==> config.mk <==
export PLATFORM = sky130hd
export DESIGN_NAME = uart_rx_param
export DESIGN_NICKNAME = d
export VERILOG_FILES = /design/src/rtl/uart_rx_param.sv
export SDC_FILE = /design/constraint.sdc
export NUM_CORES = 1
export LEC_CHECK = 0
export CAP_MARGIN = 20
export CORE_ASPECT_RATIO = 0.5
export CORE_MARGIN = 1.5
export CORE_UTILIZATION = 49
export CTS_CLUSTER_SIZE = 24
export DETAILED_ROUTE_END_ITERATION = 12
export PLACE_DENSITY = 0.68
export SLEW_MARGIN = 20
export SYNTH_ARGS = -nofsm -noshare
export SYNTH_HDL_FRONTEND = slang
export SYNTH_SLANG_ARGS = --single-unit
==> constraint.sdc <==
create_clock -name clk -period 4.3 [get_ports clk]
set_input_delay 0.86 -clock clk [delete_from_list [all_inputs] [get_ports clk]]
set_output_delay 0.86 -clock clk [all_outputs]
set_load 0.01 [all_outputs]
==> src/rtl/uart_rx_param.sv <==
// uart_rx_param: parametrised UART receiver with a 2-flop input synchroniser,
// false-start rejection, optional parity, 1 or 2 stop bits and
// framing/parity/overrun error reporting. A single holding register feeds a
// valid/ready consumer.
//
// Optional feature macro: UART_RX_MAJORITY_EN
//   defined   : every bit is the 2-of-3 majority of rx_s at centre-1, centre
//               and centre+1. The decision is taken at centre+1.
//   undefined : every bit is a single sample of rx_s at the bit centre.
//
// Ports:
//   clk          system clock, rising edge
//   rst          synchronous active-high reset
//   rx_line      asynchronous serial input, idle high
//   rx_data      received word, valid while rx_valid=1
//   rx_valid     holding register full
//   rx_ready     consumer accepts rx_data when rx_valid && rx_ready
//   frame_err    stop bit sampled low for the word in rx_data
//   parity_err   parity mismatch for the word in rx_data
//   overrun_err  one-cycle pulse: completed frame dropped, holding register full
module uart_rx_param #(
  parameter int unsigned CLKS_PER_BIT = 5208,
  parameter int unsigned DATA_BITS    = 8,
  parameter int unsigned PARITY_MODE  = 0,
  parameter int unsigned STOP_BITS    = 1
) (
  input  logic                 clk,
  input  logic                 rst,
  input  logic                 rx_line,
  output logic [DATA_BITS-1:0] rx_data,
  output logic                 rx_valid,
  input  logic                 rx_ready,
  output logic                 frame_err,
  output logic                 parity_err,
  output logic                 overrun_err
);

  localparam int unsigned CW = $clog2(CLKS_PER_BIT);
  localparam int unsigned BW = 4;
`ifdef UART_RX_MAJORITY_EN
  localparam int unsigned START_PT = CLKS_PER_BIT / 2;
`else
  localparam int unsigned START_PT = CLKS_PER_BIT / 2 - 1;
`endif

  typedef enum logic [2:0] {IDLE, START, DATA, PARITY, STOP, WAIT_IDLE} state_t;

  state_t               state;
  logic                 sync1;
  logic                 rx_s;
  logic [CW-1:0]        cnt;
  logic [BW-1:0]        bcnt;
  logic [DATA_BITS-1:0] shreg;
  logic                 perr;
  logic                 ferr;
  logic                 bit_val;
  logic                 bit_tick;

  // Two-flop synchroniser, idles high so reset does not look like a start bit
  always_ff @(posedge clk) begin
    if (rst) begin
      sync1 <= 1'b1;
      rx_s  <= 1'b1;
    end else begin
      sync1 <= rx_line;
      rx_s  <= sync1;
    end
  end

`ifdef UART_RX_MAJORITY_EN
  // hist[1] = rx_s two cycles ago, hist[0] = one cycle ago
  logic [1:0] hist;
  always_ff @(posedge clk) begin
    if (rst) hist <= 2'b11;
    else     hist <= {hist[0], rx_s};
  end
  assign bit_val = (hist[1] & hist[0]) | (hist[1] & rx_s) | (hist[0] & rx_s);
`else
  assign bit_val = rx_s;
`endif

  // The start decision restarts cnt, so later decisions always land on CLKS_PER_BIT-1
  assign bit_tick = (cnt == CW'(CLKS_PER_BIT - 1));

  always_ff @(posedge clk) begin
    if (rst) begin
      state       <= IDLE;
      cnt         <= '0;
      bcnt        <= '0;
      shreg       <= '0;
      perr        <= 1'b0;
      ferr        <= 1'b0;
      rx_data     <= '0;
      rx_valid    <= 1'b0;
      frame_err   <= 1'b0;
      parity_err  <= 1'b0;
      overrun_err <= 1'b0;
    end else begin
      overrun_err <= 1'b0;
      // Consume; a completion in the same cycle overrides this below
      if (rx_valid && rx_ready) rx_valid <= 1'b0;

      case (state)
        IDLE: begin
          if (!rx_s) begin
            cnt   <= '0;
            state <= START;
          end
        end

        START: begin
          if (cnt == CW'(START_PT)) begin
            cnt <= '0;
            if (bit_val) begin
              state <= IDLE;
            end else begin
              state <= DATA;
              bcnt  <= '0;
              perr  <= 1'b0;
              ferr  <= 1'b0;
            end
          end else begin
            cnt <= cnt + CW'(1);
          end
        end

        DATA: begin
          if (bit_tick) begin
            cnt   <= '0;
            shreg <= {bit_val, shreg[DATA_BITS-1:1]};
            if (bcnt == BW'(DATA_BITS - 1)) begin
              bcnt  <= '0;
              state <= (PARITY_MODE != 0) ? PARITY : STOP;
            end else begin
              bcnt <= bcnt + BW'(1);
            end
          end else begin
            cnt <= cnt + CW'(1);
          end
        end

        PARITY: begin
          if (bit_tick) begin
            cnt   <= '0;
            bcnt  <= '0;
            // Odd expects XOR=1, even expects XOR=0
            perr  <= (^{shreg, bit_val}) ^ (PARITY_MODE == 1);
            state <= STOP;
          end else begin
            cnt <= cnt + CW'(1);
          end
        end

        STOP: begin
          if (bit_tick) begin
            cnt <= '0;
            if (bcnt == BW'(STOP_BITS - 1)) begin
              bcnt <= '0;
              if (!rx_valid || rx_ready) begin
                rx_data    <= shreg;
                frame_err  <= ferr | ~bit_val;
                parity_err <= perr;
                rx_valid   <= 1'b1;
              end else begin
                overrun_err <= 1'b1;
              end
              state <= bit_val ? IDLE : WAIT_IDLE;
            end else begin
              ferr <= ferr | ~bit_val;
              bcnt <= bcnt + BW'(1);
            end
          end else begin
            cnt <= cnt + CW'(1);
          end
        end

        WAIT_IDLE: begin
          if (rx_s) state <= IDLE;
        end

        default: state <= IDLE;
      endcase
    end
  end

endmodule
==> metrics.txt <==
placed cell area 2560 µm²; Yosys cell types 61; minimum clock period 2300 ps; worst setup path class reg2reg; standard-cell row count 17; DPL Wire Length 3.62 mm; Flop pwr share 0.485; DIE AREA 5400 µm²; CTS Buf Count 5; Post-synth EDFFs 0; Fin Setup TNS 0 ps; Bufs on Longest Clock Path 2; Logic pwr share 0.142; Final Wtd Congestion 0.882; share of post-route cells with drive strength above 1 0.107; Max Clk Rate 0.435 GHz; worst-margin pin slew 577 ps; Vias/cell 5.76; crit-path cells ha_1, and2_1, and4_1, o2bb2ai_4, nor3_2, mux2_1; Critical Path Start Type flop; Max Fanout on Critical Path 16; PwrDens 329 nW/µm²; Seq cells post-synth 44; peak supply drop 0.166 mV; post-synthesis sequential area ratio 0.364; gr ovfl total 0; Clock Sinks 44; Net Sw Frac 0.281; r2r worst-path depth 6; initial antenna violation count 0; pins over their slew limit 0; Synth Area per Inst 8.56 µm²; Fillers 422; root buffer cell clkbuf_8; top cells by area, synth dfxtp_1 36%, nand2_1 6.0%, a21oi_1 5.2%; hold violation count in the final report 0; Net Count, Synth 290; GRT Util Overall 0.212; worst hold path type reg2reg; Clock transition at path regs 90 ps; die width 102 µm; H-Tree Depth 2; Slew HR 0.615; leading area contributor after synthesis dfxtp_1; hold depth 1; Ys Warns 0; CTS tree built; Clk pwr share 0.373; port bufs 15; TritonRoute pass-1 iters 4; Synth Flop Type dfxtp_1; Mapped Cells 283; IO Pins 16; drt wl/cell 14.5 µm; ANT nets after route 0; Final Skew 6.11 ps; # diodes 0; period utilization 0.535; Area growth syn-to-layout 10.4%; first-pass GRT wire length 8.78 mm; Int Power 632 µW; slowest stage cell on the critical path and4_1; postcts setup bufs 0; Initial Util 0.530; crit path DAT 2490 ps; Net Sw Power 247 µW; Initial DRC Count 115; vias in the first global route 1,916; hold_buf cts 0; leak pwr 0.000930 µW; via count 2,056; count leader, synth dfxtp_1; post-route cell area 2670 µm²; core area 4570 µm²; Critical Path RT 4490 ps; Post-synth top cells 44 x dfxtp_1, 39 x nand2_1, 25 x a21oi_1, 20 x nor2_1, 11 x nand3_1; # Max-Cap Violations 0; Worst-Skew Late Latency 300 ps; Critical Path Max Stage Delay 440 ps; CTS resizes 0; status complete, no violations; largest net degree at the start of global routing 32; top cell type's share of synthesized area 0.364; DRT Wirelength 5.19 mm; RSZ-0062 raised after global routing no; fin nets 297; Remaining DRCs 0; # setup viols final 0; Syn Std Cell Area 2420 µm²; FFs w/ async S/R, synth 0; CP endpoint kind flop; Die H 52.7 µm
logic make-up after synthesis:
kind of cell,Yosys count,synth area share
muxes,11,0.0465
DFF,44,0.364
adders and majority gates,3,0.0155
xor gates and xnor gates,9,0.0382
and+or+nand+nor,134,0.318
buffers and inverters,22,0.0501
AOI/OAI and AO/OA,60,0.168
power groups by stage:
stage	combinational, µW	sequential (µW)	clock (µW)
finish	125	427	328
global route	137	428	352
CTS	126	427	335
detailed placement	125	436	0
global placement	122	436	0
floorplan	100	433	0
critical path: cells and delay by family, from the launching register on:
kind / cells / cell delay, ps
fa+ha+maj: 1 / 270
mux: 1 / 340
compound gates: 1 / 240
simple gates: 3 / 950
flops: 1 / 390
sequential cells by signal, indices dropped and copies added, names as in the netlist:
signal and cells:
perr 1, sync1 1, rx_valid 1, rx_data 8
parity_err 1, ferr 1, bit_val 1, overrun_err 1
shreg 8, cnt 13, state 3, frame_err 1
bcnt 4
cell usage in the layout (no fill, tap or decap), types with 3 or more instances in the layout:
cell type         n
xnor2_1           6
ha_1              3
nand4_1           4
nor3_1            7
nor2b_1           7
dfxtp_1          44
and2_1            3
mux2i_1           9
or2_2             3
inv_1             6
o21ai_1           5
nor3b_1           4
nor2_1           20
clkdlybuf4s50_1  14
nor4_1            4
nand2_1          39
nand2b_1          9
o21ai_0           5
o211ai_1          6
o22ai_1           4
clkbuf_8          5
a21oi_1          25
nand3_1          11
layer usage:
layer	track usage	wire length, µm	vias to the layer above	part of all wire
met4	0.0662	10	0	0.0019
met3	0.0600	177	2	0.034
met1	0.271	2570	996	0.50
met5	0	0	-	0
li1	-	-	1023	-
met2	0.349	2430	35	0.47
final timing paths:
path / startpoint / endpoint / slack, ps
max: cnt[0]$_SDFFE_PP0P_ / state[0]$_SDFFE_PP0P_ / 2000
max reg2reg: cnt[0]$_SDFFE_PP0P_ / state[0]$_SDFFE_PP0P_ / 2000
min: sync1$_SDFF_PP1_ / bit_val$_SDFF_PP1_ / 430
min reg2reg: sync1$_SDFF_PP1_ / bit_val$_SDFF_PP1_ / 430
per-stage QoR:
step | worst slack, ps | cells | utilization | power, µW | hold slack (ps)
global route | 1840 | 357 | 0.585 | 918 | 448
CTS | 1910 | 357 | 0.586 | 888 | 427
floorplan | 2490 | 283 | - | 533 | 389
global placement | 1630 | 349 | 0.561 | 558 | 399
detailed placement | 1590 | 349 | 0.561 | 561 | 401
finish | 2000 | 357 | 0.585 | 880 | 430
final cells by class:
class                           count  area [µm²]  share of cell area
Clock inverter                      3        46.3              0.0173
Sequential cell                    44         881               0.329
Clock buffer                        5        68.8              0.0257
Timing Repair Buffer               16         153              0.0571
Inverter                            6        22.5             0.00842
Tap cell                           66        82.6              0.0309
Multi-Input combinational cell    217        1420               0.531
(Power assumes the default switching activity.)
